### src/rtl/io_config_loader_if.sv
// Configuration word handshake between the configuration controller
// (master) and the IO configuration loader (slave).
interface io_config_loader_if;
    logic [15:0] cfg_data;
    logic        cfg_valid;
    logic        cfg_ready;

    modport master (output cfg_data, output cfg_valid, input cfg_ready);
    modport slave  (input cfg_data, input cfg_valid, output cfg_ready);
endinterface

### src/rtl/io_config_loader.sv
// IO configuration loader: buffers one 16-bit word per IO block, then streams
// them as 17-bit frames (pad + 16 data bits) into a daisy chain of shift
// registers and waits for the chain-done token from the last block.
module io_config_loader #(
    parameter int NUM_BLOCKS   = 4,
    parameter int DONE_TIMEOUT = 4
) (
    input  logic              clk,
    input  logic              reset_n,
    input  logic              start,
    io_config_loader_if.slave cfg,
    input  logic              chain_done_in,
    output logic              bit_out,
    output logic              prgm_b,
    output logic              io_prgm_b,
    output logic              chain_en,
    output logic              busy,
    output logic              done,
    output logic              error
);

    localparam int IW = (NUM_BLOCKS > 1) ? $clog2(NUM_BLOCKS) : 1;
    localparam int TW = (DONE_TIMEOUT > 1) ? $clog2(DONE_TIMEOUT + 1) : 1;
    localparam int BUF_DEPTH = 1 << IW;
    localparam logic [IW-1:0] LAST_BLK  = IW'(NUM_BLOCKS - 1);
    localparam logic [TW-1:0] LAST_TICK = TW'(DONE_TIMEOUT - 1);

    typedef enum logic [2:0] {IDLE, LOAD, SHIFT, WAIT_DONE, FINISH} state_t;

    state_t        state;
    logic [15:0]   cfg_buf [BUF_DEPTH];
    logic [IW-1:0] wr_idx;
    logic [IW-1:0] frame_idx;
    logic [4:0]    bit_idx;
    logic [TW-1:0] timer;

    // Bit idx of a frame: 0 is the pad, 1..16 send each G/S pair low bit
    // first, starting from the top pair (14,15,12,13,...,0,1).
    function automatic logic frame_bit(input logic [15:0] word, input logic [4:0] idx);
        logic [3:0] pos;
        logic [3:0] sel;
        pos = 4'(idx - 5'd1);
        sel = {~pos[3:1], pos[0]};
        return (idx == 5'd0) ? 1'b0 : word[sel];
    endfunction

    // Load/shift/wait sequencer; every output is a register of this block.
    always_ff @(posedge clk or negedge reset_n) begin
        if (!reset_n) begin
            state         <= IDLE;
            cfg.cfg_ready <= 1'b0;
            bit_out       <= 1'b0;
            prgm_b        <= 1'b1;
            io_prgm_b     <= 1'b0;
            chain_en      <= 1'b0;
            busy          <= 1'b0;
            done          <= 1'b0;
            error         <= 1'b0;
            wr_idx        <= '0;
            frame_idx     <= '0;
            bit_idx       <= '0;
            timer         <= '0;
            for (int i = 0; i < BUF_DEPTH; i++) begin
                cfg_buf[i] <= '0;
            end
        end else begin
            case (state)
                IDLE: begin
                    if (start) begin
                        // chain_en drops here so the receivers see a fresh
                        // enable edge when shifting begins.
                        state         <= LOAD;
                        cfg.cfg_ready <= 1'b1;
                        chain_en      <= 1'b0;
                        busy          <= 1'b1;
                        wr_idx        <= '0;
                    end
                end
                LOAD: begin
                    if (cfg.cfg_valid && cfg.cfg_ready) begin
                        cfg_buf[wr_idx] <= cfg.cfg_data;
                        if (wr_idx == LAST_BLK) begin
                            // Enter SHIFT with the pad bit already on bit_out
                            // so there is no bubble after the last accept.
                            state         <= SHIFT;
                            cfg.cfg_ready <= 1'b0;
                            prgm_b        <= 1'b0;
                            io_prgm_b     <= 1'b1;
                            chain_en      <= 1'b1;
                            bit_out       <= 1'b0;
                            bit_idx       <= '0;
                            frame_idx     <= '0;
                        end else begin
                            wr_idx <= wr_idx + IW'(1);
                        end
                    end
                end
                SHIFT: begin
                    if (bit_idx == 5'd16) begin
                        bit_idx <= '0;
                        bit_out <= 1'b0;
                        if (frame_idx == LAST_BLK) begin
                            state <= WAIT_DONE;
                            timer <= '0;
                        end else begin
                            frame_idx <= frame_idx + IW'(1);
                        end
                    end else begin
                        bit_idx <= bit_idx + 5'd1;
                        bit_out <= frame_bit(cfg_buf[frame_idx], bit_idx + 5'd1);
                    end
                end
                WAIT_DONE: begin
                    if (chain_done_in) begin
                        state     <= FINISH;
                        done      <= 1'b1;
                        prgm_b    <= 1'b1;
                        io_prgm_b <= 1'b0;
                    end else if (timer == LAST_TICK) begin
                        state     <= FINISH;
                        error     <= 1'b1;
                        prgm_b    <= 1'b1;
                        io_prgm_b <= 1'b0;
                    end else begin
                        timer <= timer + TW'(1);
                    end
                end
                FINISH: begin
                    // chain_en is left high to keep the receivers frozen.
                    done  <= 1'b0;
                    error <= 1'b0;
                    busy  <= 1'b0;
                    state <= IDLE;
                end
                default: state <= IDLE;
            endcase
        end
    end

endmodule
### src/flat_wrapper.sv
// flat-port wrapper written by rule: the top's interface ports become plain ports
module io_config_loader_flat 
#(
    parameter int NUM_BLOCKS   = 4,
    parameter int DONE_TIMEOUT = 4
)
  (clk, reset_n, start, chain_done_in, bit_out, prgm_b, io_prgm_b, chain_en, busy, done, error, cfg_cfg_data, cfg_cfg_valid, cfg_cfg_ready);
  io_config_loader_if cfg_i ();
  input  logic clk;
  input  logic reset_n;
  input  logic start;
  input  logic chain_done_in;
  output logic bit_out;
  output logic prgm_b;
  output logic io_prgm_b;
  output logic chain_en;
  output logic busy;
  output logic done;
  output logic error;
  input wire logic [$bits(cfg_i.cfg_data)-1:0] cfg_cfg_data;
  input wire logic [$bits(cfg_i.cfg_valid)-1:0] cfg_cfg_valid;
  output wire logic [$bits(cfg_i.cfg_ready)-1:0] cfg_cfg_ready;
  assign cfg_i.cfg_data = cfg_cfg_data;
  assign cfg_i.cfg_valid = cfg_cfg_valid;
  assign cfg_cfg_ready = cfg_i.cfg_ready;
  io_config_loader #(.NUM_BLOCKS(NUM_BLOCKS), .DONE_TIMEOUT(DONE_TIMEOUT)) u_core (.clk(clk), .reset_n(reset_n), .start(start), .cfg(cfg_i), .chain_done_in(chain_done_in), .bit_out(bit_out), .prgm_b(prgm_b), .io_prgm_b(io_prgm_b), .chain_en(chain_en), .busy(busy), .done(done), .error(error));
endmodule
### config.mk
export PLATFORM = sky130hd
export DESIGN_NAME = io_config_loader_flat
export DESIGN_NICKNAME = d
export VERILOG_FILES = /design/src/rtl/io_config_loader_if.sv /design/src/rtl/io_config_loader.sv /design/src/flat_wrapper.sv
export SDC_FILE = /design/constraint.sdc
export NUM_CORES = 1
export LEC_CHECK = 0
export ABC_CLOCK_PERIOD_IN_PS = 2000
export CAP_MARGIN = 20
export CORE_MARGIN = 1.5
export CORE_UTILIZATION = 53
export CTS_CLUSTER_DIAMETER = 100
export DETAILED_ROUTE_END_ITERATION = 12
export HOLD_SLACK_MARGIN = 0.08
export PLACE_DENSITY = 0.77
export RECOVER_POWER = 50
export SLEW_MARGIN = 10
export SYNTH_ARGS = -nofsm -noshare
export SYNTH_HDL_FRONTEND = slang
export SYNTH_SLANG_ARGS = --single-unit
### constraint.sdc
create_clock -name clk -period 2 [get_ports clk]
set_input_delay 0.4 -clock clk [delete_from_list [all_inputs] [get_ports clk]]
set_output_delay 0.4 -clock clk [all_outputs]
set_load 0.05 [all_outputs]
==> results.md, run 1 <==
- Seq cells post-synth: 87
- Die Area: 8770 sq um
- Clk buf depth: 2
- Worst hold path type: flop to flop
- Share of the synthesized area in the top cell type: between 40% and 50%
- Core ar.: about 8000 sq um
- Worst path bufs/invs: 1
- Unique cell type count in the Yosys netlist: 47
- PortBufs: 28
- Final Wtd Congestion: between 0.8 and 0.9
- Slew @ Worst Pin: roughly 1.0 ns
- Layout overhead on the synthesized area: 19.7%
- Avg Cell Area, Syn: about 13 sq um
- Global-route wire length before repair: 15,200 um
- Synth warn: 0
- Synth async-reset ratio: between 90% and 100%
- Share of layout cells above drive strength 1: between 10% and 20%
- Slew Limit Fails: 0
- DR vias/cell: between 5 and 6
- Relative slew margins: between 30% and 40%
- Gr ovfl total: 0
- Peak supply drop: 780 uV
- Leakage power: between 2 and 2.5 nW
- CTS root buffer: clkbuf_8
- Final Hold Viols: 0
- DIE HEIGHT: about 94 um
- Synth area leader: dfrtp_1
- Worst Path Required: ~2.2 ns
- Synthesized Nets: 376
- PwrDens: roughly 1500 nW/um^2
- Clock Skews: 0.0121 ns
- Placement Setup Slack: -0.0297 ns
- Final WS setup: -0.00243 ns
- Via Count: 2,937
- Initial Util: 55.5%
- Iteration-0 DRC count of the detailed router: between 200 and 250
- Routed WL per cell: between 15 and 20 um
- Highest Clock Rate: 0.499 GHz
- Drt pass-1 iters: 4
- Count leader, synth: dfrtp_1
- Top FF cell, synth: dfrtp_1
- # diodes: 0
- Worst-Skew Late Latency: 0.35 ns
- Final nets: between 400 and 500
- Post-Synthesis Cells: between 300 and 400
- Crit path kind: flop to flop
- I/O pins: 29
- Tmin final: approximately 2 ns
- CTS tree: built
- CTS buffer count: 9
- Die Width: approximately 94 um
- Dominant cells by area after synthesis: dfrtp_1 (49%), mux2_1 (17%), mux4_1 (4.8%), mux4_2 (3.1%), ha_1 (2.9%)
- CP top delay family: compound AO/OA/AOI/OAI gates
- Clock-pin slew on the worst setup and hold paths: around 0.090 ns
- # DRC: 0
- Worst Path Max Fanout: 6
- Largest net degree at the start of global routing: 40
- Hpwl dp: 5990 um
- Register area share after synthesis: ~50%
- Multi-input gate area: slightly above 2000 sq um
- Fin crit share: 100%
- # rows: 32
- Worst path cell trace: inv_1 -> ha_4 -> nor2b_1 -> xnor2_1 -> a211o_1 -> o2111ai_2 -> o311ai_2 -> a2bb2oi_2
- Max incr delay on CP: 0.40 ns
- Post-synth top cells: dfrtp_1 (86), mux2_1 (65), nand2_1 (31), nor2_1 (15), o21ai_0 (12)
- Antenna viol nets, final: 0
- Arrival @ worst endpoint: between 2 and 2.5 ns
- Mapped cell area: about 4400 sq um
- Setup TNS: -0.00243 ns
- Finish-stage setup viols: 1
- Clk sinks: 87
- Worst path slowest cell: o311ai_2
- Clock H-tree levels: 3
- # fillers: 601
- Max-cap violation count: 0
- Final WL: 9110 um
- Vias in the first global route: slightly above 3,000
- Status: finished with violations
- GRT Overall Usage: between 20% and 30%
- CP endpoint kind: flop
- Register area: ~2200 sq um
- Startpoint Class: flop
- Initial antenna violation count: 0
- Failing checks: setup timing
- Post-synth EDFFs: 0
-- worst reg2reg max path: stages, from the launching register on --
cell       delay (ns)
dfrtp_1          0.38
inv_1            0.13
ha_4             0.25
nor2b_1          0.14
xnor2_1          0.17
a211o_1          0.19
o2111ai_2        0.15
o311ai_2         0.40
a2bb2oi_2        0.10
-- per-layer routing --
layer / routed length [um] / up-vias / part of all wire [%] / track usage [%]
met5: 0 / - / 0 / 0
met4: 189 / 0 / 2.1 / 8.96
met3: 428 / 16 / 4.7 / 4.15
met2: 4330 / 78 / 48 / 36.2
met1: 4160 / 1483 / 46 / 31.5
li1: - / 1360 / - / -
-- repair_timing --
action | in CTS | in global routing
setup endpoints to repair | 2 | 2
hold endpoints to repair | 36 | 0
setup buffers | 3 | 0
cloned | 1 | 0
gates resized for setup | 4 | 23
pin swaps | 1 | 6
hold buffers | 1 | 0
-- area by class of cell --
| cell class | count | area share, % |
|---|---|---|
| clock buffer | 9 | 2.38 |
| multi-input combinational | 228 | 39.2 |
| timing repair buffer | 60 | 11.8 |
| tap | 102 | 2.45 |
| sequential | 87 | 41.8 |
| inverter | 11 | 0.792 |
| clock inverter | 7 | 1.54 |
-- where the power goes --
part	internal (mW)	switching, mW	leakage, nW
sequential	2.59	0.518	1.04
combinational	1.84	1.79	1.07
clock	0.590	0.670	0.0964
total	5.02	2.98	2.20
-- logic make-up (layout without fill, tap and decap cells) --
logic type	after synthesis	after routing	synth area share, %
multiplexers	86	86	26.4
AND/OR/NAND/NOR	83	83	9.11
adder cells (fa/ha/maj)	10	10	2.87
flip-flops	87	87	50.0
AO/OA/AOI/OAI	47	47	7.01
XOR/XNOR	2	2	0.402
buffers and inverters	30	87	4.22
-- flip-flops by register name, indices dropped and copies added (netlist names) --
register,count
u_core.bit_out,1
u_core.state,3
u_core.busy,1
u_core.cfg.cfg_ready,1
u_core.timer,3
u_core.chain_en,1
u_core.wr_idx,2
u_core.io_prgm_b,1
u_core.error,1
u_core.done,1
u_core.bit_idx,5
u_core.prgm_b,1
u_core.frame_idx,2
u_core.cfg_buf,64
-- per-stage QoR --
stage / utilization (%) / hold slack [ns] / power, mW / instances / cell area, sq um
6_report: 66.4 / 0.484 / 7.99 / 504 / 5210
5_1_grt: 66.4 / 0.503 / 8.53 / 504 / 5210
4_1_cts: 65.9 / 0.487 / 7.77 / 504 / 5170
3_5_place_dp: 62.3 / 0.415 / 6.37 / 483 / 4890
3_3_place_gp: 62.3 / 0.405 / 6.20 / 483 / 4890
2_1_floorplan: - / 0.104 / 5.32 / 345 / 4350
-- final timing paths --
check / start / end / slack, ns / depth (start not counted)
setup / recovery: u_core.bit_idx[1] / u_core.bit_out / -0.002 / 8
hold / removal: u_core.cfg_buf[32] / u_core.cfg_buf[32] / 0.48 / 1
setup reg to reg: u_core.bit_idx[1] / u_core.bit_out / -0.002 / 8
hold reg to reg: u_core.cfg_buf[32] / u_core.cfg_buf[32] / 0.48 / 1
max in group asynchronous: reset_n / u_core.cfg_buf[31] / 0.30 / 3
min in group asynchronous: reset_n / u_core.cfg_buf[38] / 0.75 / 2
-- cells in the final DEF, fill, tap and decap left out, drive strengths merged, types with 3 or more instances in the layout --
cell type,instances
a21oi,6
a22o,4
a31oi,3
and2,3
buf,28
clkbuf,13
clkdlybuf4s50,24
dfrtp,86
ha,10
inv,13
mux2,65
mux2i,7
mux4,14
nand2,31
nand2b,5
nand3,11
nand4,3
nor2,16
nor2b,3
nor3,3
o21ai,18
(Power assumes the default switching activity.)
==> inputs of run 2 (changes only) <==
- CORE_MARGIN: 1.5 -> 4
- SLEW_MARGIN: 10 -> not set
==> results.md, run 2 (same netlist as run 1, synthesis figures left out) <==
- Via Count: 2,953 (+0.54%)
- Leakage power: 2.22 nW (+0.96%)
- GRT Overall Usage: 18.9% (-4.0 points)
- Final Wtd Congestion: 0.830 (-3.2%)
- Die Width: 98.6 um (+5.3%)
- Finished Cell Area: 5170 sq um (-0.79%)
- Worst hold path type: flop to flop
- Status: completed
- Fin crit share: 99.3% (-0.80 points)
- Worst path slowest cell: mux4_1
- Slew Limit Fails: 0 (unchanged)
- FF-to-FF path depth: 7 (-1)
- Commonest non-fill, non-tap cell in the layout: dfrtp_1
- Relative slew margins: 24.6% (-6.5 points)
- Arrival @ worst endpoint: 2.22 ns (-0.03 ns)
- DIE HEIGHT: 98.6 um (+5.3%)
- Worst Setup SP: u_core.frame_idx[0]
- Crit path kind: flop to flop
- Initial Util: 55.5% (unchanged)
- Worst Path Max Fanout: 6 (unchanged)
- Hold_ws: 0.479 ns (-0.00527 ns)
- Drt pass-1 iters: 7 (+3)
- Iteration-0 DRC count of the detailed router: 193 (-9.4%)
- Worst Path Required: 2.24 ns (about the same)
- Largest net degree at the start of global routing: 44 (+10%)
- CP endpoint kind: flop
- Placed instance area: 4870 sq um (-0.46%)
- Peak supply drop: 653 uV (-16%)
- Worst path depth: 7 (-1)
- Clock Skews: 0.00920 ns (-0.00289 ns)
- DR vias/cell: 5.87 (+0.74%)
- Vias in the first global route: 2,916 (-5.2%)
- CTS root buffer: clkbuf_8
- Final WL: 9050 um (-0.64%)
- Die Area: 9730 sq um (+11%)
- Finish-stage setup viols: 0 (-1)
- PortBufs: 28 (unchanged)
- # DRC: 0 (unchanged)
- Max-cap violation count: 0 (unchanged)
- Worst path bufs/invs: 1 (unchanged)
- Startpoint Class: flop
- Reg2reg start: u_core.frame_idx[0]
- # fillers: 583 (-3.0%)
- CTS buffer count: 9 (unchanged)
- Routed WL per cell: 18.0 um (-0.44%)
- Initial antenna violation count: 0 (unchanged)
- Top flop regs: u_core.cfg_buf (64), u_core.bit_idx (5)
- Worst-Skew Late Latency: 0.36 ns (about the same)
- Core ar.: 7850 sq um (unchanged)
- Clock-pin slew on the worst setup and hold paths: 0.09 ns (about the same)
- Commonest non-fill, non-tap cells in the layout: dfrtp_1 (85), mux2_1 (65), nand2_1 (31), clkdlybuf4s50_1 (25), buf_4 (23)
- CP top delay family: multiplexers
- Tmin final: 1.99 ns (-0.0160 ns)
- Max incr delay on CP: 0.60 ns (+0.20 ns)
- I/O pins: 29 (unchanged)
- Clk sinks: 87 (unchanged)
- PwrDens: 1530 nW/um^2 (-0.51%)
- Antenna viol nets, final: 0 (unchanged)
- CTS tree: built
- Biggest register: u_core.cfg_buf
- Layout overhead on the synthesized area: 18.8%
- Clk buf depth: 2 (unchanged)
- Global-route wire length before repair: 14,600 um (-3.5%)
- # diodes: 0 (unchanged)
- Hpwl dp: 6170 um (+3.0%)
- Slew @ Worst Pin: 1.13 ns (+0.0982 ns)
- Clock H-tree levels: 3 (unchanged)
- Gr ovfl total: 0 (unchanged)
- Share of layout cells above drive strength 1: 16.0% (-3.9 points)
- Final Hold Viols: 0 (unchanged)
- Max reg flops: 64 (unchanged)
- Final nets: 427 (-0.23%)
- Highest Clock Rate: 0.503 GHz (+0.81%)
- Worst path cell trace: buf_12 -> mux4_1 -> nand2_1 -> nand3_1 -> a21oi_1 -> a41oi_1 -> a2bb2oi_1
- Hold Path Stages: 1 (unchanged)
- Hold Startpoint: u_core.cfg_buf[39]
- # rows: 32 (unchanged)
==> run 2: final cells by class <==
type,count,area [sq um],share of cell area [%]
Clock buffer,9,124,2.39
Clock inverter,7,95.1,1.84
Inverter,11,41.3,0.798
Multi-Input combinational cell,228,2010,38.8
Sequential cell,87,2180,42.1
Tap cell,102,128,2.47
Timing Repair Buffer,59,599,11.6
==> run 2: where the power goes <==
part	switching [mW]	internal [mW]	total [mW]	leakage [nW]
sequential	0.529	2.59	3.12	1.04
combinational	1.67	1.75	3.41	1.07
clock	0.650	0.708	1.36	0.110
==> run 2: final timing paths <==
path / slack (ns) / to
hold reg to reg: 0.48 / u_core.cfg_buf[39]
min in group asynchronous: 0.79 / u_core.cfg_buf[7]
setup reg to reg: 0.01 / u_core.bit_out
hold / removal: 0.48 / u_core.cfg_buf[39]
setup / recovery: 0.01 / u_core.bit_out
max in group asynchronous: 0.28 / u_core.cfg_buf[15]
==> run 2: metal layers <==
metal  part of all wire [%]  vias up  track usage (%)
met5                      0        -                0
met2                     50       55             30.1
li1                       -     1364                -
met4                    1.3        0             5.25
met1                     46     1525             26.9
met3                    3.5        9             3.40
==> run 2: timing repair <==
| item | 4_1_cts | 5_1_grt |
|---|---|---|
| hold buffers | 1 | 0 |
| resized for setup | 0 | 6 |
| endpoints found under the setup margin | 0 | 1 |
| hold endpoints to repair | 40 | 0 |
| buffers inserted | 0 | 2 |
==> run 2: per-stage QoR <==
stage / instances / setup TNS [ns] / worst slack (ns) / util (%) / total power [mW]
after floorplan: 345 / 0 / 0.0589 / - / 5.32
after global placement: 482 / 0 / 0.0578 / 62.1 / 6.18
after detailed placement: 482 / 0 / 0.00228 / 62.1 / 6.37
after CTS: 499 / 0 / 0.00394 / 65.0 / 7.73
after global routing: 503 / -0.0216 / -0.0184 / 65.9 / 8.42
final: 503 / 0 / 0.0136 / 65.9 / 7.89
==> inputs of run 3 (changes only) <==
- SLEW_MARGIN: not set -> 20
==> results of run 3 <==
The final DEF is identical to that of run 2; final timing and power are the same.
